`src/rtl/pipe_pkg.sv`:
```
// Shared constants and the stage-command enum used by the pipeline registers.
package pipe_pkg;

  localparam int                EXC_W        = 5;
  localparam logic [EXC_W-1:0]  EXC_NONE     = 5'd0;
  localparam logic              CTRL_NOP     = '0;  // replicated to the control width; all-zero decodes as NOP
  localparam logic [31:0]       DEF_RESET_PC = 32'h0000_3000;
  localparam logic [31:0]       DEF_FLUSH_PC = 32'h0000_4180;

  typedef enum logic [2:0] {
    CMD_RESET,
    CMD_FLUSH,
    CMD_HOLD,
    CMD_BUBBLE,
    CMD_LOAD
  } stage_cmd_e;

endpackage

```
`src/rtl/pipe_sat_cnt.sv`:
```
// Saturating up-counter with synchronous clear; clear wins over increment.
module pipe_sat_cnt #(
  parameter int W = 32
) (
  input  logic         clk,
  input  logic         clear,
  input  logic         inc,
  output logic [W-1:0] count
);

  always_ff @(posedge clk) begin
    if (clear) begin
      count <= '0;
    end else if (inc && (count != '1)) begin
      count <= count + W'(1);
    end
  end

endmodule

```
`src/rtl/pipe_stage_reg.sv`:
```
// Inter-stage pipeline register with hold, bubble, flush and Tnew ageing.
// Optional perf counters are enabled by defining PIPE_STAGE_REG_PERF_EN.
module pipe_stage_reg
  import pipe_pkg::*;
#(
  parameter int          DATA_W   = 128,
  parameter int          CTRL_W   = 32,
  parameter int          TNEW_W   = 2,
  parameter int          DEC_TNEW = 1,
  parameter logic [31:0] FLUSH_PC = DEF_FLUSH_PC,
  parameter logic [31:0] RESET_PC = DEF_RESET_PC
) (
  input  logic              clk,
  input  logic              reset,
  input  logic              stall_i,
  input  logic              bubble_i,
  input  logic              flush_i,
  input  logic              valid_i,
  input  logic [DATA_W-1:0] data_i,
  input  logic [CTRL_W-1:0] ctrl_i,
  input  logic [31:0]       pc_i,
  input  logic              bd_i,
  input  logic [EXC_W-1:0]  exc_i,
  input  logic [TNEW_W-1:0] tnew_i,
  output logic              valid_o,
  output logic [DATA_W-1:0] data_o,
  output logic [CTRL_W-1:0] ctrl_o,
  output logic [31:0]       pc_o,
  output logic              bd_o,
  output logic [EXC_W-1:0]  exc_o,
  output logic [TNEW_W-1:0] tnew_o,
  output logic [31:0]       bubble_cnt_o,
  output logic [31:0]       stall_cnt_o
);

  localparam logic [TNEW_W-1:0] TNEW_ONE = TNEW_W'(1);

  stage_cmd_e        cmd;
  logic [TNEW_W-1:0] tnew_load;

  // One priority decode drives every field so they can never disagree.
  always_comb begin
    cmd = CMD_LOAD;
    if (reset) begin
      cmd = CMD_RESET;
    end else if (flush_i) begin
      cmd = CMD_FLUSH;
    end else if (stall_i) begin
      cmd = CMD_HOLD;
    end else if (bubble_i) begin
      cmd = CMD_BUBBLE;
    end
  end

  always_comb begin
    tnew_load = tnew_i;
    if ((DEC_TNEW != 0) && (tnew_i != '0)) begin
      tnew_load = tnew_i - TNEW_ONE;
    end
  end

  always_ff @(posedge clk) begin
    case (cmd)
      CMD_RESET: begin
        valid_o <= 1'b0;
        data_o  <= '0;
        ctrl_o  <= {CTRL_W{CTRL_NOP}};
        pc_o    <= RESET_PC;
        bd_o    <= 1'b0;
        exc_o   <= EXC_NONE;
        tnew_o  <= '0;
      end
      CMD_FLUSH: begin
        valid_o <= 1'b0;
        data_o  <= '0;
        ctrl_o  <= {CTRL_W{CTRL_NOP}};
        pc_o    <= FLUSH_PC;
        bd_o    <= 1'b0;
        exc_o   <= EXC_NONE;
        tnew_o  <= '0;
      end
      CMD_HOLD: begin
      end
      // PC and BD survive a bubble so a later exception still reports a precise EPC.
      CMD_BUBBLE: begin
        valid_o <= 1'b0;
        data_o  <= '0;
        ctrl_o  <= {CTRL_W{CTRL_NOP}};
        pc_o    <= pc_i;
        bd_o    <= bd_i;
        exc_o   <= EXC_NONE;
        tnew_o  <= '0;
      end
      default: begin
        valid_o <= valid_i;
        data_o  <= data_i;
        ctrl_o  <= ctrl_i;
        pc_o    <= pc_i;
        bd_o    <= bd_i;
        exc_o   <= exc_i;
        tnew_o  <= tnew_load;
      end
    endcase
  end

`ifdef PIPE_STAGE_REG_PERF_EN
  pipe_sat_cnt #(.W(32)) u_bubble_cnt (
    .clk   (clk),
    .clear (reset),
    .inc   (cmd == CMD_BUBBLE),
    .count (bubble_cnt_o)
  );

  pipe_sat_cnt #(.W(32)) u_stall_cnt (
    .clk   (clk),
    .clear (reset),
    .inc   (cmd == CMD_HOLD),
    .count (stall_cnt_o)
  );
`else
  assign bubble_cnt_o = 32'd0;
  assign stall_cnt_o  = 32'd0;
`endif

endmodule

```
`config.mk`:
```
export PLATFORM = sky130hd
export DESIGN_NAME = pipe_stage_reg
export DESIGN_NICKNAME = d
export VERILOG_FILES = /design/src/rtl/pipe_pkg.sv /design/src/rtl/pipe_sat_cnt.sv /design/src/rtl/pipe_stage_reg.sv
export SDC_FILE = /design/constraint.sdc
export NUM_CORES = 1
export LEC_CHECK = 0
export ABC_AREA = 1
export CAP_MARGIN = 20
export CORE_AREA = 2 2 183 185
export DETAILED_ROUTE_END_ITERATION = 10
export DIE_AREA = 0 0 185 187
export HOLD_SLACK_MARGIN = 0.05
export PLACE_DENSITY_LB_ADDON = 0.12
export SETUP_SLACK_MARGIN = 0.1
export SYNTH_ARGS = -nofsm -noshare
export SYNTH_HDL_FRONTEND = slang
export SYNTH_HIERARCHICAL = 1
export SYNTH_SLANG_ARGS = --single-unit
```
`constraint.sdc`:
```
create_clock -name clk -period 12.35 [get_ports clk]
set_input_delay 2.47 -clock clk [delete_from_list [all_inputs] [get_ports clk]]
set_output_delay 2.47 -clock clk [all_outputs]
set_load 0.05 [all_outputs]
```
==> results.env, run 1 <==
CRITICAL_PATH_CLASS='in -> reg'
CRITICAL_PATH.MAX_STAGE_DELAY_NS=0.81
MAX-CLOCK-PATH-BUFFERS=3
DETAILEDROUTE.FIRSTITERATIONVIOLATIONS=290
FLOORPLAN.DIE_AREA_UM2=34600
START_UTIL_PCT=27.7
GRT_PASS1_WL_UM=34600
TYPE_OF_THE_MOST_CRITICAL_HOLD_PATH='in -> reg'
IO-PIN-COUNT=471
SYNTH_COMPOUND_AREA_SHARE_PCT=0
WORST-PATH-BUF-INV=3
POSTROUTEWIRELENGTH_UM=23900
YOSYS.AREA_SHARE.XOR_XNOR_PCT=0
GRT-OVFL-TOTAL=0
POWER.DENSITY_CELL_AREA_nW_PER_UM2=141
CRITICAL_PATH.SLOWEST_CELL='sky130_fd_sc_hd__buf_4'
FINAL-SETUP-VIOL-COUNT=0
CTS-HTREE-LEVELS=1
DIE_W_UM=185
PATH_MAX_FANOUT=67
SYNTHTOPCELLSBYCOUNT='sky130_fd_sc_hd__edfxtp_1, sky130_fd_sc_hd__inv_1, sky130_fd_sc_hd__nor2_1, sky130_fd_sc_hd__nor2_4, sky130_fd_sc_hd__buf_4'
NUMBER_OF_ENABLE_FLIP_FLOP_CELLS_AFTER_SYNTHESIS=201
SYNTH.LIB_CELLS_USED.DISTINCT=12
CTSHOLDBUFFERS=0
FRACTION_OF_SYNTHESIZED_AREA_IN_MULTIPLEXERS_PCT=0
TRITONCTS_CLOCK_TREE='built'
WORST_SLEW_MARGIN_REL_PCT=30.9
DPL.HPWL_UM=17600
SYNTH_AREA_LEADERS='sky130_fd_sc_hd__edfxtp_1, sky130_fd_sc_hd__nor2_4, sky130_fd_sc_hd__inv_1, sky130_fd_sc_hd__buf_4, sky130_fd_sc_hd__nor2_1'
PLACEDCELLCOUNT=1535
YS.WARNINGS.COUNT=6
CLOCK-ROOT-BUFFER='sky130_fd_sc_hd__clkbuf_16'
ARRIVAL_TIME_OF_THE_WORST_SETUP_PATH_NS=5.26
FILLER_CELL_COUNT=3192
SETUP_REPAIR_AFTER_GLOBAL_ROUTING_MISSED_ITS_MARGIN='no'
HOLD_VIOL_FINAL=0
SYNTH.FF_LATCH_COUNT=201
PLACEABLECOREAREA_UM2=32900
GRT_UTIL_MET1_PCT=14.8
CLK_TRANSITION_REPORTED_PATHS_NS=0.06
NUMBER_OF_GLOBAL_ROUTE_VIAS_BEFORE_REPAIR=5791
ANTENNA_CELLS=0
AREA.GROWTH.SYNTH_TO_FINAL_PCT=54.2
ANT_NETS=0
NUMCTSBUFFERS=25
WORSTMARGINPINSLEW_NS=1.04
GRT_USE_MET3_PCT=5.72
LAYOUT-DRIVE-GT1-SHARE_PCT=12.5
RESIZED_CELLS_POST_CTS=0
CRITPATHLAUNCHTYPE='input port'
POST_ROUTE_TOTAL_POWER_mW=1.98
ITERATION_COUNT_OF_THE_INITIAL_DETAILED_ROUTING_PASS=4
GLOBALROUTE.BUSIESTLAYER='met2'
RATIO_OF_FINAL_MINIMUM_PERIOD_TO_CLOCK_PERIOD_PCT=40.6
GRT_START_MAX_NET_PINS=80
SYNTH_TOP_CELL_AREA_SHARE_PCT=66.2
WORSTSETUPENDPOINTTYPE='flip-flop'
DRV_SLEW=0
SYNTH.YOSYS.SEQ_AREA_SHARE_PCT=66.2
SYNTH_SIMPLE_GATE_AREA_SHARE_PCT=17.1
GLOBALPLACE.CONGESTION=0.731
SYNTHESIS.AREA_UM2=9110
PORTBUFFERS=406
FINISH.CELL_COUNT_WITHOUT_FILLERS=1579
IRDROPWORSTVDD_V=0.0000818
POST_SYNTH_INST_COUNT=697
FINAL_NET_COUNT=1320
YS_ASYNC_SR_FRACTION_PCT=0
SYNTHADDERAREAFRAC_PCT=0
MAX_CAP_VIOLATIONS=0
POSTCTSSETUPREPAIRBUFS=0
GRTUSAGEMET2_PCT=23.0
POWER.LEAKAGE_nW=5.97
SYN_AREA_PER_CELL_UM2=13.1
MAX_FREQ_MHz=199
GRT_ANTENNA_BEFORE_REPAIR=0
SYNTH_TOP_FAMILY_BY_AREA='simple AND/OR/NAND/NOR gates'
SYNTH.MOST_COMMON_CELL='sky130_fd_sc_hd__edfxtp_1'
VIA_PER_INST=3.68
YOSYSTOPAREACELL='sky130_fd_sc_hd__edfxtp_1'
TRITONCTS_NUM_SINKS=201
SYNTH-MAIN-FF-CELL='sky130_fd_sc_hd__edfxtp_1'
GR-USAGE-ALL-LAYERS_PCT=13.2
DRC=0
AVGROUTEDWIREPERCELL_UM=15.1
REQUIRED_NS=12.59
RUN_STATUS='finished clean'
FINALSETUPTNS_NS=0
FIN_CRIT_NS=5.02
TIMING.CRITICAL_PATH.CELLS='clkdlybuf4s50_1 > nor2_4 > nand2_8 > buf_4 > buf_4 > nor2_4'
DETAILROUTE.VIA_COUNT=5813
CP_TOP_FAMILY='buffers and inverters'
DIE_H_UM=187
STD_CELL_ROWS=67
-- registers in the layout, summed over array words and instances, names as in the netlist --
signal / flops
exc_o: 5
data_o: 128
tnew_o: 2
bd_o: 1
pc_o: 32
ctrl_o: 32
valid_o: 1
-- metal layers --
layer / routed length (um) / vias to the layer above / share of wire, %
li1: - / 2803 / -
met1: 8810 / 2662 / 37
met2: 11600 / 323 / 49
met3: 3100 / 25 / 13
met4: 306 / 0 / 1.3
met5: 0 / - / 0
-- kinds of logic after synthesis --
kind of cell,count (synthesis)
buffers and inverters,283
and+or+nand+nor,212
DFF,201
other,1
-- placed cells by master, fill, tap and decap left out --
cell type / count
sky130_fd_sc_hd__nand2_1: 7
sky130_fd_sc_hd__clkinv_1: 8
sky130_fd_sc_hd__nor2_1: 102
sky130_fd_sc_hd__buf_4: 5
sky130_fd_sc_hd__conb_1: 64
sky130_fd_sc_hd__clkinv_2: 2
sky130_fd_sc_hd__clkbuf_16: 25
sky130_fd_sc_hd__bufinv_16: 3
sky130_fd_sc_hd__nand2_4: 1
sky130_fd_sc_hd__clkbuf_1: 4
sky130_fd_sc_hd__nor2_4: 101
sky130_fd_sc_hd__edfxtp_1: 201
sky130_fd_sc_hd__inv_2: 1
sky130_fd_sc_hd__clkinvlp_4: 1
sky130_fd_sc_hd__nand2_8: 1
sky130_fd_sc_hd__inv_8: 1
sky130_fd_sc_hd__inv_1: 198
sky130_fd_sc_hd__clkdlybuf4s50_1: 406
-- metrics by stage --
stage | cell area, um2 | util (%) | setup WS, ns | hold WS, ns
6_report | 14100 | 42.8 | 7.33 | 2.60
5_1_grt | 14100 | 42.8 | 7.15 | 2.59
3_5_place_dp | 13300 | 40.4 | 6.69 | 3.12
2_1_floorplan | 9350 | - | 4.88 | 2.65
4_1_cts | 14100 | 42.8 | 7.25 | 2.56
3_3_place_gp | 13300 | 40.4 | 6.74 | 3.12
-- cell type report --
cell class                      instances  area [um2]  share of cell area (%)
Multi-Input combinational cell        276        1820                    12.9
Tap cell                              448         561                    3.99
Clock inverter                         15         149                    1.06
Clock buffer                           29         641                    4.56
Inverter                              199         747                    5.32
Sequential cell                       201        6040                    43.0
Timing Repair Buffer                  411        4100                    29.2
-- worst paths after layout --
| kind | slack (ns) | end | cells past startpoint | startpoint |
|---|---|---|---|---|
| worst max-delay path | 7.33 | data_o[122] | 6 | reset |
| worst min-delay path | 2.60 | data_o[41] | 3 | data_i[41] |
-- power by group --
part	internal (mW)	switching, mW	leakage [nW]	total, mW
clock network	0.431	0.280	0.382	0.712
logic	0.149	0.300	3.30	0.449
registers	0.802	0.0135	2.29	0.815
total	1.38	0.593	5.97	1.98
Power figures use the tool's default switching activity.
==> run 2, diff against run 1 <==
==> constraint.sdc (replaced) <==
create_clock -name clk -period 4.48 [get_ports clk]
set_input_delay 0.896 -clock clk [delete_from_list [all_inputs] [get_ports clk]]
set_output_delay 0.896 -clock clk [all_outputs]
set_load 0.05 [all_outputs]
==> run 2 against run 1 <==
Hold slack lost 1.6 ns. Non-clock buffer count grew 8. Die area is the same. Core utilization grew 0.13 points. Via count grew 0.26%. Clock power grew to 2.5 times the previous value. Sequential power grew to 2.8 times the previous value. Combinational power grew to 2.8 times the previous value. Critical path depth shrank 5.
==> results.env, run 2 (synthesis gave the netlist of run 1 again) <==
LAYOUT-DRIVE-GT1-SHARE_PCT=12.9
SETUP_REPAIR_AFTER_GLOBAL_ROUTING_MISSED_ITS_MARGIN='no'
IO-PIN-COUNT=471
ARRIVAL_TIME_OF_THE_WORST_SETUP_PATH_NS=1.73
FILLER_CELL_COUNT=3205
FIN_CRIT_NS=2.63
DETAILEDROUTE.FIRSTITERATIONVIOLATIONS=206
UTILIZATION_PCT=42.9
AREA.GROWTH.SYNTH_TO_FINAL_PCT=54.7
DRV_SLEW=0
LAYOUT.CELLS.MOST_COMMON='sky130_fd_sc_hd__clkdlybuf4s50_1'
CTS-HTREE-LEVELS=1
PATH_MAX_FANOUT=1
MAX_FREQ_MHz=380
ANT_NETS=0
PLACEABLECOREAREA_UM2=32900
AREA_OF_COMBINATIONAL_CELLS_WITH_MULTIPLE_INPUTS_UM2=1830
CLK_TRANSITION_REPORTED_PATHS_NS=0.06
REQUIRED_NS=3.58
CRITPATHLAUNCHTYPE='flip-flop'
REGAREA_UM2=6040
GRT_PASS1_WL_UM=34500
STD_CELL_ROWS=67
START_UTIL_PCT=27.7
REGISTER_NAME_WITH_THE_MOST_FLOPS='data_o'
WORST_SLEW_MARGIN_REL_PCT=45.2
CP_TOP_FAMILY='buffers and inverters'
TIMING.CRITICAL_PATH.CELLS='clkdlybuf4s50_1'
WORSTMARGINPINSLEW_NS=0.823
VIA_PER_INST=3.67
POSTCTSSETUPREPAIRBUFS=0
FINALSETUPTNS_NS=0
DPL.HPWL_UM=17700
ANTENNA_CELLS=0
FINAL_NET_COUNT=1328
LAYOUT.CELLS.MOST_COMMON_LIST='sky130_fd_sc_hd__clkdlybuf4s50_1, sky130_fd_sc_hd__edfxtp_1, sky130_fd_sc_hd__inv_1, sky130_fd_sc_hd__nor2_1, sky130_fd_sc_hd__nor2_4'
CLOCK-ROOT-BUFFER='sky130_fd_sc_hd__clkbuf_16'
AVGROUTEDWIREPERCELL_UM=14.9
ITERATION_COUNT_OF_THE_INITIAL_DETAILED_ROUTING_PASS=4
RESIZED_CELLS_POST_CTS=0
FLOORPLAN.DIE_AREA_UM2=34600
TYPE_OF_THE_MOST_CRITICAL_HOLD_PATH='in -> reg'
NUMCTSBUFFERS=25
HOLD_VIOL_FINAL=0
DIE_W_UM=185
POSTROUTEWIRELENGTH_UM=23700
CRITICAL_PATH.MAX_STAGE_DELAY_NS=0.82
TRITONCTS_CLOCK_TREE='built'
DETAILROUTE.VIA_COUNT=5828
TRITONCTS_NUM_SINKS=201
CTSHOLDBUFFERS=0
POWER.DENSITY_CELL_AREA_nW_PER_UM2=375
MAX_CAP_VIOLATIONS=0
CRITICAL_PATH.SLOWEST_CELL='sky130_fd_sc_hd__clkdlybuf4s50_1'
MAX-CLOCK-PATH-BUFFERS=3
WORST-PATH-BUF-INV=1
NUMBER_OF_FLIP_FLOPS_IN_THE_LARGEST_REGISTER=128
GRT-OVFL-TOTAL=0
LARGEST_REGISTERS='data_o x128, ctrl_o x32, pc_o x32'
IRDROPWORSTVDD_V=0.000226
GRT_START_MAX_NET_PINS=98
FINAL-SETUP-VIOL-COUNT=0
NUMBER_OF_GLOBAL_ROUTE_VIAS_BEFORE_REPAIR=5687
RUN_STATUS='finished clean'
DRC=0
RATIO_OF_FINAL_MINIMUM_PERIOD_TO_CLOCK_PERIOD_PCT=58.7
WORSTSETUPENDPOINTTYPE='output pin'
GR-USAGE-ALL-LAYERS_PCT=13.2
PORTBUFFERS=406
POWER.LEAKAGE_nW=5.99
DIE_H_UM=187
GLOBALPLACE.CONGESTION=0.729
GRT_ANTENNA_BEFORE_REPAIR=0
CRITICAL_PATH_CLASS='reg -> out'
[run 2: per-stage QoR]
| step | setup WS (ns) | cells | total power, mW | hold slack, ns | area (um2) |
|---|---|---|---|---|---|
| 6_report | 1.85 | 1587 | 5.28 | 1.02 | 14100 |
| 5_1_grt | 1.78 | 1587 | 5.49 | 1.00 | 14100 |
| 3_3_place_gp | 1.44 | 1543 | 3.54 | 1.54 | 13400 |
| 3_5_place_dp | 1.43 | 1543 | 3.55 | 1.54 | 13400 |
| 2_1_floorplan | 0.616 | 760 | 3.12 | 1.07 | 9350 |
| 4_1_cts | 1.78 | 1587 | 5.37 | 0.986 | 14100 |
[run 2: metal layers]
layer  track usage [%]  part of all wire, %  wire length [um]
met2              23.0                   49             11700
met5                 0                    0                 0
met4              4.24                  2.7               636
met3              5.76                   13              3030
met1              14.2                   35              8350
[run 2: layout make-up]
cell class	instances	share of cell area, %
well taps	448	3.98
multi-input cells	276	13.0
repair buffers	419	29.9
clock inverters	14	0.479
clock buffers	30	4.57
flip-flops and latches	201	42.8
inverters	199	5.30
[run 2: path summary, 6_finish.rpt]
path                       start    endpoint  slack [ns]  cells after the start
worst max-delay path  data_o[92]  data_o[92]        1.85                      1
worst min-delay path   data_i[6]   data_o[6]        1.02                      3
[run 2: power breakdown]
group	internal, mW	total [mW]	switching, mW
clock network	1.02	1.79	0.772
logic	0.419	1.25	0.829
registers	2.21	2.25	0.0359
total	3.64	5.28	1.64
==> run 3, diff against run 2 <==
==> constraint.sdc (replaced) <==
create_clock -name clk -period 2.4 [get_ports clk]
set_input_delay 0.48 -clock clk [delete_from_list [all_inputs] [get_ports clk]]
set_output_delay 0.48 -clock clk [all_outputs]
set_load 0.05 [all_outputs]
==> run 3 against run 2 <==
Die area unchanged. Cell count grew 1.1%. Hold slack worse by 0.41 ns. Sequential share of layout area decreased by 0.91 points. Setup slack worse by 1.7 ns. Sequential power up 86%. Critical endpoint is now data_o[53].
==> results.env, run 3 (synthesis gave the netlist of run 1 again) <==
CRITICAL_PATH.SLOWEST_CELL='sky130_fd_sc_hd__clkdlybuf4s50_1'
WORST_HOLD_PATH.ENDPOINT='data_o[36]'
DETAILROUTE.VIA_COUNT=5872
PORTBUFFERS=406
CRITICAL_PATH.MAX_STAGE_DELAY_NS=0.84
CRITICAL_PATH_CLASS='reg -> out'
POWER.DENSITY_CELL_AREA_nW_PER_UM2=709
REGISTER_NAME_WITH_THE_MOST_FLOPS='data_o'
FIN_CRIT_NS=2.23
CLOCK-ROOT-BUFFER='sky130_fd_sc_hd__clkbuf_16'
PATH_MAX_FANOUT=1
CRITPATHLAUNCHTYPE='flip-flop'
POST_ROUTE_TOTAL_POWER_mW=10.2
FINISH.CELL_COUNT_WITHOUT_FILLERS=1605
WORST_HOLD_SLACK_NS=0.605
TRITONCTS_NUM_SINKS=201
WORST_SLEW_MARGIN_REL_PCT=60.4
FLOORPLAN.DIE_AREA_UM2=34600
ANT_NETS=0
TRITONCTS_CLOCK_TREE='built'
CLOCK_POWER_SHARE_PCT=35.8
DETAILED_PLACE.AREA_UM2=13600
DIE_H_UM=187
IO-PIN-COUNT=471
POWER.SHARE.SEQUENTIAL_PCT=41.1
ITERATION_COUNT_OF_THE_INITIAL_DETAILED_ROUTING_PASS=4
TIMING.HOLD.WORST.START='data_i[36]'
FINALSETUPTNS_NS=0
RATIO_OF_FINAL_MINIMUM_PERIOD_TO_CLOCK_PERIOD_PCT=93.0
CLK_TRANSITION_REPORTED_PATHS_NS=0.06
TIMING.CRITICAL_PATH.CELLS='clkdlybuf4s50_1'
GLOBALPLACE.CONGESTION=0.728
PLACEDCELLCOUNT=1560
WORST-PATH-BUF-INV=1
DETAILEDROUTE.FIRSTITERATIONVIOLATIONS=166
POSTCTSSETUPREPAIRBUFS=0
MAX_CAP_VIOLATIONS=0
AREA_OF_COMBINATIONAL_CELLS_WITH_MULTIPLE_INPUTS_UM2=1830
AVGROUTEDWIREPERCELL_UM=15.1
ARRIVAL_TIME_OF_THE_WORST_SETUP_PATH_NS=1.75
PLACEABLECOREAREA_UM2=32900
SETUP_REPAIR_AFTER_GLOBAL_ROUTING_MISSED_ITS_MARGIN='no'
DESIGN_AREA_UM2=14400
NUMBER_OF_GLOBAL_ROUTE_VIAS_BEFORE_REPAIR=5991
LARGEST_REGISTERS='data_o x128, ctrl_o x32, pc_o x32'
WORSTSETUPENDPOINTTYPE='output pin'
AREA.GROWTH.SYNTH_TO_FINAL_PCT=58.0
WORSTMARGINPINSLEW_NS=0.593
DRC=0
HOLD_VIOL_FINAL=0
DRV_SLEW=0
GR-USAGE-ALL-LAYERS_PCT=13.5
FINAL_CRITICAL_PATH_SETUP_SLACK_NS=0.168
REGAREA_UM2=6040
LAYOUT.CELLS.MOST_COMMON_LIST='sky130_fd_sc_hd__clkdlybuf4s50_1, sky130_fd_sc_hd__edfxtp_1, sky130_fd_sc_hd__inv_1, sky130_fd_sc_hd__nor2_1, sky130_fd_sc_hd__nor2_4'
MAX-CLOCK-PATH-BUFFERS=3
POSTROUTEWIRELENGTH_UM=24200
VIA_PER_INST=3.66
FINAL-SETUP-VIOL-COUNT=0
LAYOUT-DRIVE-GT1-SHARE_PCT=14.5
UTILIZATION_PCT=43.8
COMBINATIONALPOWERSHARE_PCT=23.1
POWER.SWITCHING_mW=3.08
DIE_W_UM=185
TOTAL_INTERNAL_POWER_mW=7.13
LAYOUT.CELLS.MOST_COMMON='sky130_fd_sc_hd__clkdlybuf4s50_1'
FINAL_NET_COUNT=1344
CTS-HTREE-LEVELS=1
HOLD_CRIT_DEPTH=3
NUMCTSBUFFERS=24
START_UTIL_PCT=27.7
NUMBER_OF_FLIP_FLOPS_IN_THE_LARGEST_REGISTER=128
POWER.LEAKAGE_nW=6.17
GRT_ANTENNA_BEFORE_REPAIR=2
CP_TOP_FAMILY='buffers and inverters'
DPL.HPWL_UM=18500
TYPE_OF_THE_MOST_CRITICAL_HOLD_PATH='in -> reg'
GRT-OVFL-TOTAL=0
MAX_FREQ_MHz=448
GRT_START_MAX_NET_PINS=33
POST-PLACE-WS_NS=0.221
REQUIRED_NS=1.92
FILLER_CELL_COUNT=3178
SWITCHING_FRACTION_PCT=30.2
GRT_PASS1_WL_UM=35200
STD_CELL_ROWS=67
RUN_STATUS='finished clean'
IRDROPWORSTVDD_V=0.000437
## run 3: cell types whose count changed in the layout (fill, tap and decap cells not counted), sizes merged
cell	previous run	this run
bufinv	0	3
dlymetal6s2s	0	1
clkinvlp	2	1
clkbuf	30	26
diode	0	1
clkinv	11	14
buf	13	30
inv	200	199
clkdlybuf4s50	406	405
## run 3: area by class of cell
cell class / instances / share of cell area, %
sequential: 201 / 41.9
clock buffer: 26 / 4.37
antenna: 1 / 0.0174
inverter: 199 / 5.19
tap: 448 / 3.89
clock inverter: 18 / 1.09
multi-input combinational: 276 / 12.7
timing repair buffer: 436 / 30.8
## run 3: repair_timing
action | 4_1_cts | 5_1_grt
hold buffers | 0 | 0
resized for setup | 0 | 1
endpoints found under the setup margin | 0 | 1
## run 3: worst max-delay path by stage
stage | startpoint | endpoint | slack, ns | cells after the start
after floorplan | flush_i | bd_o | 0.57 | 2
after detailed placement | flush_i | data_o[11] | 0.22 | 5
after global placement | flush_i | ctrl_o[0] | 0.25 | 4
after CTS | data_o[85] | data_o[85] | 0.10 | 1
final | data_o[53] | data_o[53] | 0.17 | 1
after global routing | data_o[53] | data_o[53] | 0.11 | 1
## run 3: power by group through the flow
stage | combinational (mW) | sequential [mW] | clock, mW
after floorplan | 0.653 | 5.15 | 0
after global placement | 2.39 | 4.27 | 0
after detailed placement | 2.39 | 4.27 | 0
after CTS | 2.39 | 4.20 | 3.79
after global routing | 2.47 | 4.22 | 3.96
final | 2.36 | 4.19 | 3.65
## run 3: layer usage
| metal | global-route usage, % | share of wire [%] | routed length (um) |
|---|---|---|---|
| met1 | 13.9 | 34 | 8320 |
| met2 | 24.4 | 50 | 12100 |
| met3 | 6.09 | 13 | 3170 |
| met4 | 3.88 | 2.4 | 580 |
| met5 | 0 | 0.058 | 14 |
